## config.mk

```make
export PLATFORM = sky130hd
export DESIGN_NAME = sh7604_rfsh
export DESIGN_NICKNAME = d
export VERILOG_FILES = /design/src/rtl/sh7604_rfsh.sv
export SDC_FILE = /design/constraint.sdc
export NUM_CORES = 1
export LEC_CHECK = 0
export BUFFER_PORTS_ARGS = -buffer_cell sky130_fd_sc_hd__buf_2
export CORE_MARGIN = 10
export CORE_UTILIZATION = 38
export CTS_CLUSTER_SIZE = 10
export DETAILED_ROUTE_END_ITERATION = 6
export RECOVER_POWER = 100
export SETUP_SLACK_MARGIN = 0.4
export SLEW_MARGIN = 10
export SYNTH_ARGS = -nofsm -noshare
export SYNTH_HDL_FRONTEND = slang
export SYNTH_SLANG_ARGS = --single-unit
```

## constraint.sdc

```tcl
create_clock -name clk_i -period 3.1 [get_ports clk_i]
set_clock_uncertainty 0.1 [all_clocks]
set_input_delay 0.62 -clock clk_i [delete_from_list [all_inputs] [get_ports clk_i]]
set_output_delay 0.62 -clock clk_i [all_outputs]
set_load 0.01 [all_outputs]
```

## src/rtl/sh7604_rfsh.sv

```systemverilog
// sh7604_rfsh: SH7604 refresh timer and CBR refresh-request scheduler.
//
// The block holds RTCSR/RTCNT/RTCOR. It prescales the CE_R tick stream and counts
// compare matches. It raises the compare-match interrupt and queues CBR refresh
// requests, which it hands to the bus state controller with a REQ/ACK handshake.
//
// Configuration macro: SH7604_RFSH_QUEUE_EN
//   defined   - the pending counter is PEND_W bits wide.
//   undefined - the pending counter is 1 bit wide and PEND_W has no effect.
//
// Ports:
//   clk_i, rst_i        clock, synchronous active-high reset
//   ce_r_i              rising-phase clock enable; all state advances only when high
//   ibus_a_i/di_i/we_i  internal bus address, write data and write qualifier
//   ibus_req_i          internal bus request
//   reg_do_o            registered read data, one cycle after the sampling CE_R
//   reg_sel_o           combinational decode of the FFFFFFF0..FFFFFFFB window
//   mcr_rfsh_i          refresh enable from MCR
//   mcr_rmode_i         self-refresh mode from MCR (suppresses CBR requests)
//   rfsh_req_o          refresh request (pending count non-zero)
//   rfsh_ack_i          one-CE_R pulse: the bus state controller started a refresh
//   rfsh_ovf_o          sticky: a match was lost because the queue was full
//   irq_o               CMF & CMIE
module sh7604_rfsh #(
    parameter int unsigned PEND_W = 2
) (
    input  logic        clk_i,
    input  logic        rst_i,
    input  logic        ce_r_i,
    input  logic [31:0] ibus_a_i,
    input  logic [31:0] ibus_di_i,
    input  logic        ibus_we_i,
    input  logic        ibus_req_i,
    output logic [31:0] reg_do_o,
    output logic        reg_sel_o,
    input  logic        mcr_rfsh_i,
    input  logic        mcr_rmode_i,
    output logic        rfsh_req_o,
    input  logic        rfsh_ack_i,
    output logic        rfsh_ovf_o,
    output logic        irq_o
);

`ifdef SH7604_RFSH_QUEUE_EN
    localparam int unsigned PendW = PEND_W;
`else
    // Single-entry queue; PEND_W is referenced only so the parameter stays in use.
    localparam int unsigned PendW = (PEND_W > 0) ? 1 : 1;
`endif

    localparam logic [15:0] WrKey = 16'hA55A;

    // State
    logic             cmf_q, cmf_d;
    logic             cmie_q, cmie_d;
    logic [2:0]       cks_q, cks_d;
    logic [7:0]       rtcnt_q, rtcnt_d;
    logic [7:0]       rtcor_q, rtcor_d;
    logic [11:0]      presc_q, presc_d;
    logic [PendW-1:0] pend_q, pend_d;
    logic             cmf_rd_q, cmf_rd_d;
    logic             ovf_q, ovf_d;
    logic [31:0]      reg_do_q, reg_do_d;

    // Decode
    logic [1:0]  offset;
    logic        wr_en, rd_en;
    logic        wr_csr, wr_cnt, wr_cor, rd_csr;
    logic [11:0] div_max;
    logic        tick, match, enq, ack_v, pend_full;
    logic [31:0] rtcsr_val;
    logic        unused_di;

    assign unused_di = ^ibus_di_i[15:9];

    assign reg_sel_o = (ibus_a_i >= 32'hFFFF_FFF0) && (ibus_a_i <= 32'hFFFF_FFFB);
    assign offset    = ibus_a_i[3:2];
    assign wr_en     = ibus_req_i & ibus_we_i & reg_sel_o & (ibus_di_i[31:16] == WrKey);
    assign rd_en     = ibus_req_i & ~ibus_we_i & reg_sel_o;
    assign wr_csr    = wr_en & (offset == 2'd0);
    assign wr_cnt    = wr_en & (offset == 2'd1);
    assign wr_cor    = wr_en & (offset == 2'd2);
    assign rd_csr    = rd_en & (offset == 2'd0);

    // Terminal prescaler count for each clock select; CKS=0 stops the timer.
    always_comb begin
        div_max = 12'd0;
        unique case (cks_q)
            3'd0: div_max = 12'd0;
            3'd1: div_max = 12'd3;
            3'd2: div_max = 12'd15;
            3'd3: div_max = 12'd63;
            3'd4: div_max = 12'd255;
            3'd5: div_max = 12'd1023;
            3'd6: div_max = 12'd2047;
            3'd7: div_max = 12'd4095;
        endcase
    end

    assign tick      = (cks_q != 3'd0) && (presc_q == div_max);
    assign match     = (rtcnt_q == rtcor_q);
    assign enq       = tick & match & mcr_rfsh_i & ~mcr_rmode_i;
    assign ack_v     = rfsh_ack_i & (pend_q != '0);
    assign pend_full = &pend_q;

    assign rtcsr_val = {23'd0, ovf_q, cmf_q, cmie_q, cks_q, 3'd0};

    always_comb begin
        // Prescaler
        presc_d = presc_q;
        if (wr_csr) begin
            presc_d = 12'd0;
        end else if (cks_q != 3'd0) begin
            presc_d = tick ? 12'd0 : presc_q + 12'd1;
        end

        // Counter: a register write overrides the tick's increment or clear
        rtcnt_d = rtcnt_q;
        if (wr_cnt) begin
            rtcnt_d = ibus_di_i[7:0];
        end else if (tick) begin
            rtcnt_d = match ? 8'd0 : rtcnt_q + 8'd1;
        end

        rtcor_d = wr_cor ? ibus_di_i[7:0] : rtcor_q;

        // Control/status
        cmie_d = wr_csr ? ibus_di_i[6]   : cmie_q;
        cks_d  = wr_csr ? ibus_di_i[5:3] : cks_q;

        // CMF clears only by writing 0 after having read it as 1; a match wins.
        cmf_d = cmf_q;
        if (wr_csr && !ibus_di_i[7] && cmf_rd_q) begin
            cmf_d = 1'b0;
        end
        if (tick && match) begin
            cmf_d = 1'b1;
        end

        cmf_rd_d = cmf_rd_q;
        if (wr_csr) begin
            cmf_rd_d = 1'b0;
        end else if (rd_csr && cmf_q) begin
            cmf_rd_d = 1'b1;
        end

        // Pending refresh queue
        pend_d = pend_q;
        if (!mcr_rfsh_i || mcr_rmode_i) begin
            pend_d = '0;
        end else if (enq && ack_v) begin
            pend_d = pend_q;
        end else if (enq) begin
            if (!pend_full) begin
                pend_d = pend_q + 1'b1;
            end
        end else if (ack_v) begin
            pend_d = pend_q - 1'b1;
        end

        // Overflow: a new loss takes priority over a same-cycle clear
        ovf_d = ovf_q;
        if (wr_csr && ibus_di_i[8]) begin
            ovf_d = 1'b0;
        end
        if (enq && pend_full && !ack_v) begin
            ovf_d = 1'b1;
        end

        // Read data
        reg_do_d = reg_do_q;
        if (rd_en) begin
            unique case (offset)
                2'd0: reg_do_d = rtcsr_val;
                2'd1: reg_do_d = {24'd0, rtcnt_q};
                2'd2: reg_do_d = {24'd0, rtcor_q};
                2'd3: reg_do_d = 32'd0;
            endcase
        end
    end

    always_ff @(posedge clk_i) begin
        if (rst_i) begin
            cmf_q    <= 1'b0;
            cmie_q   <= 1'b0;
            cks_q    <= 3'd0;
            rtcnt_q  <= 8'd0;
            rtcor_q  <= 8'd0;
            presc_q  <= 12'd0;
            pend_q   <= '0;
            cmf_rd_q <= 1'b0;
            ovf_q    <= 1'b0;
            reg_do_q <= 32'd0;
        end else if (ce_r_i) begin
            cmf_q    <= cmf_d;
            cmie_q   <= cmie_d;
            cks_q    <= cks_d;
            rtcnt_q  <= rtcnt_d;
            rtcor_q  <= rtcor_d;
            presc_q  <= presc_d;
            pend_q   <= pend_d;
            cmf_rd_q <= cmf_rd_d;
            ovf_q    <= ovf_d;
            reg_do_q <= reg_do_d;
        end
    end

    assign reg_do_o   = reg_do_q;
    assign rfsh_req_o = (pend_q != '0);
    assign rfsh_ovf_o = ovf_q;
    assign irq_o      = cmf_q & cmie_q;

endmodule

```

# --- Yosys cells after proc, flatten, opt, wreduce, memory -nomap -nowiden ---
# Memory sizes are Yosys's and may differ from the RTL's. A register that Yosys moved wholly into a read port is not among the register bits.
# Index checks and enable logic that the tools add are counted.
word_totals:
  reg_bits: 68
  romBits: 96
  memories: 1
classes:
  n_addsub: 4
  order_cmp: 2
  eq_ne: 7
  muxes: 20
  bitwise_logic: 16
  reduce_logical: 31
memory_table:
  columns: ["name", "words", "word_bits", "read_ports", "rd_ports_with_merged_regs", "write_ports", "line", "rtl"]
  rows:
  - ["(no name shown)", 8, 12, 1, 1, 0, "88", "unique case (cks_q)"]
ops:
  columns: ["cell", "count"]
  rows:
  - ["$pmux W32 S4", 1]
  - ["$mux W12", 3]
  - ["$ge A32 B32 Y1 const B", 1]
  - ["$le A32 B32 Y1 const B", 1]
  - ["$mux W8", 3]
  - ["$eq A16 B16 Y1 const B", 1]
  - ["$reduce_and A2 Y1", 8]
  - ["$and A1 B1 Y1", 14]
  - ["$add A12 B1 Y12 const B", 1]
  - ["$eq A12 B12 Y1", 1]
  - ["$mux W1", 11]
  - ["$logic_and A1 B1 Y1", 10]
  - ["$reduce_bool A2 Y1", 5]
  - ["$add A8 B1 Y8 const B", 1]
  - ["$eq A8 B8 Y1", 1]
  - ["$mux W3", 2]
  - ["$reduce_bool A3 Y1", 2]
  - ["$eq A2 B2 Y1 const B", 2]
  - ["$logic_not A1 Y1", 3]
  - ["$reduce_and A3 Y1", 1]
  - ["$eq A2 B1 Y1 const B", 1]
  - ["$logic_not A2 Y1", 1]
  - ["$ne A2 B2 Y1 const B", 1]
  - ["$not A1 Y1", 2]
  - ["other kinds (3)", 3]

# --- Longest topological paths before layout ---
# Gate-level depths: netlist of run 1.
depth:
  depth_word: 9
  ltp_mapped: 9
  mapped_depth_nobuf: 7

# --- Worst setup path before layout of run 1 ---
# Ideal clock, no wire load.
synth_path:
  path_kind: "input -> register"
  from: "in ibus_a_i[5]"
  to: "reg, netlist name div_max[5]"
  arrival_ps: 2490
  required_ps: 2853
  setup_slack_ps: 363
  path_stages: 7
  cell_sequence: "nand4_1 -> or4_4 -> nor2_1 -> and3_1 -> clkbuf_1 -> mux2i_1 -> o21ai_0"
synth_via:
  elab_chain_cells: 8
  elab_cells_between_ends: 9
  cone_classes: "order compare (2); mux (2); bitwise (3); reduce/logical (2)"
synth_rtl:
  columns: ["item", "line", "rtl"]
  rows:
  - ["from (decl)", "30", "input logic [31:0] ibus_a_i,"]
  - ["$ge A32 B32 Y1 or $le A32 B32 Y1 (tied branches)", "76", "assign reg_sel_o = (ibus_a_i >= 32'hFFFF_FFF0) && (ibus_a_i <= 32'hFFFF_FFFB);"]
  - ["$logic_and A1 B1 Y1 (*)", "76", null]
  - ["net reg_sel_o", "35", "output logic reg_sel_o,"]
  - ["$and A1 B1 Y1 (*) (2 in series)", "78", "assign wr_en = ibus_req_i & ibus_we_i & reg_sel_o & (ibus_di_i[31:16] == WrKey);"]
  - ["$and A1 B1 Y1 (*)", "80", "assign wr_csr = wr_en & (offset == 2'd0);"]
  - ["$reduce_and A2 Y1 (no source line) (*)", null, null]
  - ["$mux W3 (no source line) (*) (2 in series)", null, null]
# The timed path passes the listed nets; every way through them passes the cells marked *.
# A chain may end at the register's enable or synchronous reset.

# --- Final worst setup path of run 1 ---
layout_path:
  from: "in ibus_a_i[5]"
  to: "reg presc_q[1]"
layout_via:
  elab_chain_cells: 7
  elab_cells_between_ends: 9
  cone_classes: "order compare (2); mux (1); bitwise (3); reduce/logical (3)"
layout_rtl:
  columns: ["item", "line", "rtl"]
  rows:
  - ["$ge A32 B32 Y1 or $le A32 B32 Y1 (tied branches)", "76", null]
  - ["$logic_and A1 B1 Y1 (*)", "76", null]
  - ["$and A1 B1 Y1 (*) (2 in series)", "78", null]
  - ["$and A1 B1 Y1 (*)", "80", null]
  - ["$reduce_bool A2 Y1 (no source line)", null, null]
  - ["$reduce_and A2 Y1 (no source line)", null, null]
  - ["to (signal assigned)", "200", "presc_q <= presc_d;"]
  - ["to (decl)", "59", "logic [11:0] presc_q, presc_d;"]
# Mark *: on every way between the ends. The rest lies on a longest branch, timed or not.

==> results.json, run 1 <==
{
  "dr.pass1.iters": 6,
  "critPathKind": "input port to flop",
  "vias": 2856,
  "mostFrequentLayoutCells": "63 x buf_2, 52 x dfxtp_1, 40 x nand2_1",
  "dp_hpwl_um": 6530,
  "finalSetupViolations": 0,
  "fp.dieArea_sq_um": 11900,
  "utilization": 0.455,
  "finalWirelength_um": 8220,
  "fmax_ghz": 0.361,
  "htreeDepth": 2,
  "grt_pass1_vias": 2889,
  "gr-usage-all-layers": 0.138,
  "crit_chain": "buf_2, nand4_1, or4_4, nor4_4, a2bb2oi_2, o21ai_0, clkbuf_1, nor2_1",
  "cp_data_required_time_ns": 3.17,
  "worstPathArrival_ns": 2.84,
  "syn_inst": 367,
  "hold_path.class": "flop to flop",
  "drt_iter0_drc": 165,
  "cellPowerDensity_nw_per_um2": 362,
  "core_sq_um": 7690,
  "slew_headroom": 0.275,
  "synth_flop_cell": "dfxtp_1",
  "rsz0062_at_grt": "yes",
  "areaGrowthSynthToFinish_pct": 16.5,
  "drive_above_1_share": 0.199,
  "start_kind": "input port",
  "power_leakage_nw": 1.39,
  "overflow": 0,
  "cts_buffers": 5,
  "report.final.slew_viol_count": 0,
  "syn_area_sq_um": 3000,
  "peakVddDrop_uv": 229,
  "tightest_slew_ns": 1.08,
  "dieWidth_um": 109,
  "cts_setup_buffers": 0,
  "critPathTopFamily": "simple AND/OR/NAND/NOR gates",
  "grt_pass1_wl_um": 13600,
  "place.port_buffers": 75,
  "synth-seq-area-share": 0.347,
  "async_flop_share": 0,
  "setup_tns_ns": 0,
  "synth-seq-cells": 52,
  "cts_tree": "yes",
  "grt_max_degree": 29,
  "endpoint_kind": "flop",
  "die_y_um": 109,
  "wl_per_cell_um": 15.1,
  "slowest_delay_ns": 0.58,
  "antennaDiodeCount": 0,
  "cts_sinks": 52,
  "nets": 515,
  "status": "complete, no violations",
  "clk_pin_slew_ns": 0.09,
  "final_common_cell": "buf_2",
  "drc": 0,
  "rows": 32,
  "cp_max_fo": 23,
  "post-route-period-util": 0.893,
  "maxCapViolCount": 0,
  "place.gp.congestion": 0.838,
  "cts_root_buffer": "clkbuf_8",
  "avgSynthCellArea_sq_um": 8.18,
  "initial_utilization": 0.391,
  "total_power_mw": 1.27,
  "final-hold-violation-count": 0,
  "boundaryPins": 108,
  "synth_warnings": 0,
  "yosysUniqueCellTypes": 51,
  "fin_crit_ns": 2.77,
  "synth_edf_count": 0,
  "insertion_delay_ns": 0.30,
  "clockBufferDepth": 2,
  "critPathSlowestCell": "or4_4",
  "antenna_found_initial": 0,
  "vias_per_cell": 5.25,
  "ant_nets": 0,
  "crit_buf_inv": 2
}
[cells in the mapped netlist, types with 2 or more instances]
| master | n | area, sq um |
|---|---|---|
| a21o_1 | 4 | 30.0 |
| and4_1 | 3 | 26.3 |
| buf_4 | 24 | 180 |
| xor2_1 | 4 | 35.0 |
| nor3_1 | 13 | 65.1 |
| nor3b_1 | 2 | 15.0 |
| or3_1 | 12 | 75.1 |
| a22oi_1 | 4 | 30.0 |
| and3_1 | 8 | 50.1 |
| clkbuf_1 | 9 | 33.8 |
| inv_1 | 9 | 33.8 |
| nor4bb_1 | 3 | 30.0 |
| ha_1 | 2 | 25.0 |
| a211oi_1 | 2 | 15.0 |
| and2_1 | 2 | 12.5 |
| a211o_1 | 2 | 17.5 |
| or4_1 | 5 | 37.5 |
| xnor2_1 | 8 | 70.1 |
| nand3_1 | 17 | 85.1 |
| nor2_1 | 23 | 86.3 |
| nor4_1 | 2 | 12.5 |
| o31ai_1 | 4 | 30.0 |
| o211ai_1 | 3 | 22.5 |
| nor4_4 | 2 | 42.5 |
| a21oi_1 | 30 | 150 |
| or4b_2 | 3 | 30.0 |
| o21ai_1 | 2 | 10.0 |
| nand2_1 | 40 | 150 |
| mux2i_1 | 18 | 180 |
| buf_2 | 5 | 25.0 |
| o21ai_0 | 15 | 75.1 |
| nor2b_1 | 8 | 50.1 |
| dfxtp_1 | 52 | 1040 |
| nand4_1 | 10 | 62.6 |
[cells by family after synthesis]
group / count (synthesis) / share of synthesized area
AND/OR/NAND/NOR: 160 / 0.300
other: 1 / 0.00125
XOR/XNOR: 12 / 0.0350
buffers and inverters: 48 / 0.0946
flip-flops: 52 / 0.347
AO/OA/AOI/OAI: 74 / 0.155
adder cells (fa/ha/maj): 2 / 0.00833
multiplexers: 18 / 0.0600
[metrics by stage]
step | cells | hold slack, ns | cell area [sq um] | worst slack [ns]
finish | 544 | 0.355 | 3500 | 0.331
global route | 544 | 0.378 | 3500 | 0.196
CTS | 544 | 0.357 | 3540 | 0.497
detailed placement | 536 | 0.343 | 3410 | 0.185
global placement | 536 | 0.339 | 3410 | 0.240
floorplan | 389 | 0.364 | 3090 | 0.434
[final timing paths]
check,cells after the start,slack [ns],start,to
worst min register to register,2,0.36,reg_do_o[5],reg_do_o[5]
worst max register to register,6,0.69,cks_q[2],rtcnt_q[4]
worst max-delay path,8,0.33,ibus_a_i[5],presc_q[1]
worst min-delay path,2,0.36,reg_do_o[5],reg_do_o[5]
[cell type report]
class / instances / area [sq um]
flip-flops and latches: 52 / 1040
clock buffers: 7 / 96.3
well taps: 102 / 128
fillers: 790 / 4190
multi-input cells: 289 / 1740
repair buffers: 84 / 424
inverters: 9 / 33.8
clock inverters: 1 / 30.0
[power by group]
part,leakage (nW),switching [mW],total [mW],internal [mW]
sequential,0.419,0.000000000000000781,0.667,0.667
combinational,0.903,0.0550,0.0940,0.0390
clock,0.0645,0.220,0.505,0.285
[worst reg2reg max path: stages (launching register included)]
cell	delay (ns)
dfxtp_1	0.35
nor3_1	0.37
a211oi_1	0.09
and4_1	0.22
o21ai_1	0.83
o21ai_0	0.22
a21oi_1	0.16
[layer usage]
layer / wire (um) / up-vias / GRT usage
met2: 3460 / 113 / 0.214
li1: - / 1428 / -
met1: 3870 / 1308 / 0.177
met4: 74 / 0 / 0.0264
met3: 820 / 7 / 0.0543
met5: 0 / - / 0
[sequential cells by signal, summed over array words and instances, names as in the netlist]
| name | flops |
|---|---|
| cks_q | 3 |
| cmf_q | 1 |
| cmf_rd_q | 1 |
| cmie_q | 1 |
| div_max | 7 |
| presc_q | 12 |
| reg_do_o | 9 |
| rfsh_ovf_o | 1 |
| rfsh_req_o | 1 |
| rtcnt_q | 8 |
| rtcor_q | 8 |
[timing repair]
action | CTS | global route
setup endpoints to repair | 0 | 1
gates resized for setup | 0 | 1
hold buffers | 0 | 0
Note: power is estimated with default switching activity, not from simulation.
==> run 2: changes to the inputs <==
--- a/config.mk
+++ b/config.mk
@@ -10,7 +10,7 @@
 export CORE_UTILIZATION = 38
 export CTS_CLUSTER_SIZE = 10
 export DETAILED_ROUTE_END_ITERATION = 6
-export RECOVER_POWER = 100
+export RECOVER_POWER = 50
 export SETUP_SLACK_MARGIN = 0.4
 export SLEW_MARGIN = 10
 export SYNTH_ARGS = -nofsm -noshare
==> results.json, run 2 (synthesis results as in run 1) <==
{
  "status": "complete, no violations",
  "mostFrequentLayoutCells": "63 x buf_2, 52 x dfxtp_1, 40 x nand2_1",
  "crit_chain": "clkbuf_1, buf_4, a2111oi_0, nand3_1, nor4_4, buf_4, mux2i_1, nor2_1",
  "final_cell_area_sq_um": 3530,
  "num-fill-cells": 789,
  "rsz0062_at_grt": "yes",
  "vias": 2863,
  "final_cells": 544,
  "utilization": 0.459,
  "top_layer_used": "met4",
  "met3_length_um": 756,
  "gr-usage-all-layers": 0.138,
  "cellPowerDensity_nw_per_um2": 360,
  "tightest_slew_ns": 0.804,
  "hold_path.class": "flop to flop",
  "maxCapViolCount": 0,
  "overflow": 0,
  "dp_cells": 536,
  "cts_setup_buffers": 0,
  "dieWidth_um": 109,
  "fmax_ghz": 0.388,
  "cp_data_required_time_ns": 3.18,
  "fp.dieArea_sq_um": 11900,
  "final_common_cell": "buf_2",
  "wl_met2_um": 3500,
  "worstPathArrival_ns": 2.66,
  "ant_nets": 0,
  "areaGrowthSynthToFinish_pct": 17.4,
  "fin_crit_ns": 2.58,
  "vias_per_cell": 5.26,
  "grt_max_degree": 29,
  "dr.pass1.iters": 6,
  "endpoint_kind": "flop",
  "cts_tree": "yes",
  "slew_headroom": 0.450,
  "clockBufferDepth": 2,
  "critPathTopFamily": "compound AO/OA/AOI/OAI gates",
  "nets": 515,
  "wl_per_cell_um": 15.0,
  "cts_hold_buf": 0,
  "crit_buf_inv": 3,
  "finalSetupViolations": 0,
  "post-route-period-util": 0.832,
  "htreeDepth": 2,
  "cts_sinks": 52,
  "boundaryPins": 108,
  "antennaDiodeCount": 0,
  "peakVddDrop_uv": 227,
  "drive_above_1_share": 0.208,
  "critPathSlowestCell": "a2111oi_0",
  "initial_utilization": 0.391,
  "final-hold-violation-count": 0,
  "placed_cell_area_sq_um": 3410,
  "cts_resized": 0,
  "rows": 32,
  "die_y_um": 109,
  "ff_latch_area_sq_um": 1040,
  "cts_buffers": 5,
  "slowest_delay_ns": 0.76,
  "wl_met1_um": 3850,
  "multi_input_area_sq_um": 1770,
  "setup_tns_ns": 0,
  "top_register": "presc_q",
  "insertion_delay_ns": 0.30,
  "drc": 0,
  "power_leakage_nw": 1.40,
  "largest_reg_flops": 12,
  "finalWirelength_um": 8180,
  "critPathKind": "input port to flop",
  "report.final.slew_viol_count": 0,
  "core_sq_um": 7690,
  "clk_pin_slew_ns": 0.09,
  "place.port_buffers": 75,
  "start_kind": "input port",
  "grt_pass1_wl_um": 13600,
  "grt_pass1_vias": 2889,
  "cp_max_fo": 8,
  "antenna_found_initial": 0,
  "cts_root_buffer": "clkbuf_8",
  "place.gp.congestion": 0.838,
  "dp_hpwl_um": 6530,
  "crit_top_cell": "buf_4",
  "drt_iter0_drc": 162
}
[run 2: cell count changes in the layout (fill, tap and decap cells not counted), sizes merged]
cell / change
clkbuf: -2
buf: +2
[run 2: per-stage QoR]
step	worst slack (ns)	hold slack, ns	power [mW]
5_1_grt	0.285	0.378	1.32
4_1_cts	0.497	0.357	1.28
3_5_place_dp	0.185	0.343	0.778
6_report	0.520	0.355	1.27
3_3_place_gp	0.240	0.339	0.778
2_1_floorplan	0.434	0.364	0.745
[run 2: tightest hold or removal path, stage by stage (launching register included)]
cell and delay [ns]:
dfxtp_1 0.32, nand2_1 0.05, a21oi_1 0.05
[run 2: layer usage]
| metal | vias to the layer above | global-route usage |
|---|---|---|
| met5 | - | 0 |
| met3 | 6 | 0.0543 |
| li1 | 1424 | - |
| met2 | 99 | 0.214 |
| met4 | 0 | 0.0264 |
| met1 | 1334 | 0.177 |
[run 2: layout make-up]
type,count,share of cell area
multi-input combinational,289,0.502
inverter,9,0.00958
sequential,52,0.295
timing repair buffer,84,0.121
clock buffer,7,0.0273
tap,102,0.0362
clock inverter,1,0.00852
[run 2: report_power, final]
group,leakage [nW],internal (mW),switching [mW]
logic,0.913,0.0402,0.0560
clock network,0.0645,0.285,0.219
registers,0.419,0.667,0.000000000000000782
[run 2: path summary, 6_finish.rpt]
kind	start	endpoint	slack (ns)	cells after the start
setup reg to reg	cks_q[2]	rtcnt_q[4]	0.92	6
hold reg to reg	reg_do_o[5]	reg_do_o[5]	0.35	2
setup / recovery	ibus_a_i[2]	rtcor_q[7]	0.52	8
hold / removal	reg_do_o[5]	reg_do_o[5]	0.35	2
==> run 3: changes to the inputs <==
--- a/config.mk
+++ b/config.mk
@@ -5,11 +5,13 @@
 export SDC_FILE = /design/constraint.sdc
 export NUM_CORES = 1
 export LEC_CHECK = 0
+export ABC_AREA = 1
 export BUFFER_PORTS_ARGS = -buffer_cell sky130_fd_sc_hd__buf_2
 export CORE_MARGIN = 10
 export CORE_UTILIZATION = 38
 export CTS_CLUSTER_SIZE = 10
 export DETAILED_ROUTE_END_ITERATION = 6
+export PLACE_DENSITY = 0.65
 export RECOVER_POWER = 50
 export SETUP_SLACK_MARGIN = 0.4
 export SLEW_MARGIN = 10
==> constraint.sdc (replaced) <==
create_clock -name clk_i -period 2.3 [get_ports clk_i]
set_clock_uncertainty 0.1 [all_clocks]
set_input_delay 0.46 -clock clk_i [delete_from_list [all_inputs] [get_ports clk_i]]
set_output_delay 0.46 -clock clk_i [all_outputs]
set_load 0.01 [all_outputs]
==> results.json, run 3 <==
{
  "core_sq_um": 8300,
  "final_cell_area_sq_um": 3860,
  "synth_fa_ha_area_frac": 0.00765,
  "grt_pass1_vias": 3209,
  "boundaryPins": 108,
  "dp_hpwl_um": 6810,
  "async_flop_share": 0,
  "yosysUniqueCellTypes": 33,
  "vias_per_cell": 4.69,
  "cts_root_buffer": "clkbuf_8",
  "cts_tree": "yes",
  "cp_data_required_time_ns": 2.46,
  "vias": 3287,
  "fp.dieArea_sq_um": 12700,
  "fmax_ghz": 0.528,
  "reg2reg_slack_ns": 0.57,
  "antennaDiodeCount": 0,
  "endpoint_kind": "flop",
  "synth_flop_cell": "dfxtp_1",
  "clk_pin_slew_ns": 0.10,
  "report.final.slew_viol_count": 0,
  "total_power_mw": 1.62,
  "power_leakage_nw": 1.87,
  "worstPathArrival_ns": 2.06,
  "yosys.area_share.simple": 0.349,
  "die_y_um": 113,
  "yosysTopAreaCellShare": 0.318,
  "maxCapViolCount": 0,
  "largest_reg_flops": 12,
  "cellPowerDensity_nw_per_um2": 421,
  "p_int_mw": 1.21,
  "synth_xor_area_frac": 0.0401,
  "start_kind": "input port",
  "drt_iter0_drc": 209,
  "post-route-period-util": 0.824,
  "drc": 0,
  "mostFrequentLayoutCells": "128 x nand2_1, 76 x inv_1, 67 x nor2_1",
  "dr.pass1.iters": 4,
  "yosysMostFrequentCell": "nand2_1",
  "power_frac_comb": 0.102,
  "drive_above_1_share": 0.171,
  "syn_inst": 511,
  "wl_per_cell_um": 12.4,
  "synth_common_cells": "129 x nand2_1, 76 x inv_1, 69 x nor2_1",
  "synth-seq-area-share": 0.318,
  "final-hold-violation-count": 0,
  "insertion_delay_ns": 0.31,
  "synth_warnings": 0,
  "yosysTopAreaCell": "dfxtp_1",
  "cts_buffers": 5,
  "synth_edf_count": 0,
  "htreeDepth": 2,
  "overflow": 0,
  "p_seq_frac": 0.556,
  "top_register": "presc_q",
  "finalSetupViolations": 0,
  "fin_crit_ns": 1.89,
  "grt_max_degree": 20,
  "clockBufferDepth": 2,
  "finalWirelength_um": 8660,
  "grt_pass1_wl_um": 14100,
  "nets": 669,
  "synth_compound_area_frac": 0.119,
  "initial_utilization": 0.394,
  "dieWidth_um": 113,
  "place.port_buffers": 75,
  "cp_max_fo": 12,
  "synth_top_family_by_area": "simple AND/OR/NAND/NOR gates",
  "cts_hold_buf": 0,
  "cts_sinks": 52,
  "syn_area_sq_um": 3270,
  "critPathKind": "input port to flop",
  "power.share.clock": 0.343,
  "gr-usage-all-layers": 0.128,
  "ant_nets": 0,
  "synth.area.mux_share": 0,
  "rsz0062_at_grt": "no",
  "hold_path.class": "input port to flop",
  "antenna_found_initial": 0,
  "avgSynthCellArea_sq_um": 6.41,
  "setup_tns_ns": 0,
  "hold_slack_ns": 0.295,
  "p_sw_mw": 0.414,
  "rows": 33,
  "peakVddDrop_uv": 236,
  "synth_area_leaders": "dfxtp_1 32%, nand2_1 15%, inv_1 8.7%",
  "place.gp.congestion": 0.918,
  "areaGrowthSynthToFinish_pct": 17.9,
  "synth-seq-cells": 52,
  "status": "complete, no violations",
  "swShare": 0.255,
  "final_common_cell": "nand2_1",
  "placed_cell_area_sq_um": 3680
}
==> run 3: power groups by stage <==
stage / combinational (mW) / clock [mW] / sequential, mW
after global placement: 0.158 / 0 / 0.923
final: 0.165 / 0.556 / 0.902
after detailed placement: 0.162 / 0 / 0.923
after CTS: 0.162 / 0.575 / 0.903
after floorplan: 0.102 / 0 / 0.924
after global routing: 0.188 / 0.602 / 0.903
==> run 3: path summary, 6_finish.rpt <==
check / startpoint / end / cells after the start
setup / recovery: ibus_a_i[2] / rtcnt_q[1] / 13
hold / removal: rst_i / rfsh_ovf_o / 2
setup reg to reg: presc_q[8] / presc_q[3] / 8
hold reg to reg: reg_do_o[2] / reg_do_o[2] / 2
==> run 3: what timing repair did <==
item / 4_1_cts / 5_1_grt
endpoints found under the setup margin: 0 / 32
buffers inserted: 0 / 2
endpoints found under the hold margin: 0 / 0
gates resized for setup: 0 / 16
==> run 3: critical path, stage by stage <==
cell and delay (ns):
buf_2 0.12, nand2_1 0.09, inv_1 0.04, nor2_1 0.09, nand2_1 0.06, nor2_1 0.08, nand2_1 0.09, nor2_4 0.20
nand2_1 0.26, nand2_1 0.19, nand2_4 0.12, a21oi_1 0.13, and2_1 0.12
==> run 3: per-stage QoR <==
stage	std cells	setup slack, ns	utilization
2_1_floorplan	533	0.485	-
3_3_place_gp	689	0.169	0.444
3_5_place_dp	689	0.137	0.444
4_1_cts	697	0.415	0.456
5_1_grt	701	0.241	0.465
6_report	701	0.405	0.465
==> run 3: cell families after synthesis <==
kind of cell	count (synthesis)
DFF	52
buffers and inverters	109
and+or+nand+nor	261
other	1
AOI/OAI and AO/OA	71
adders and majority gates	2
xor gates and xnor gates	15
==> run 3: routing by layer <==
layer | routed length (um) | share of wire | global-route usage
met5 | 0 | 0 | 0
met4 | 170 | 0.020 | 0.0465
met3 | 954 | 0.11 | 0.0486
met2 | 3780 | 0.44 | 0.202
met1 | 3760 | 0.43 | 0.156
==> run 3: cell type report <==
class,instances,area [sq um]
fill,855,4440
multi-input combinational,373,1820
sequential,52,1040
timing repair buffer,87,485
inverter,76,285
tap,105,131
clock buffer,6,82.6
clock inverter,2,15.0
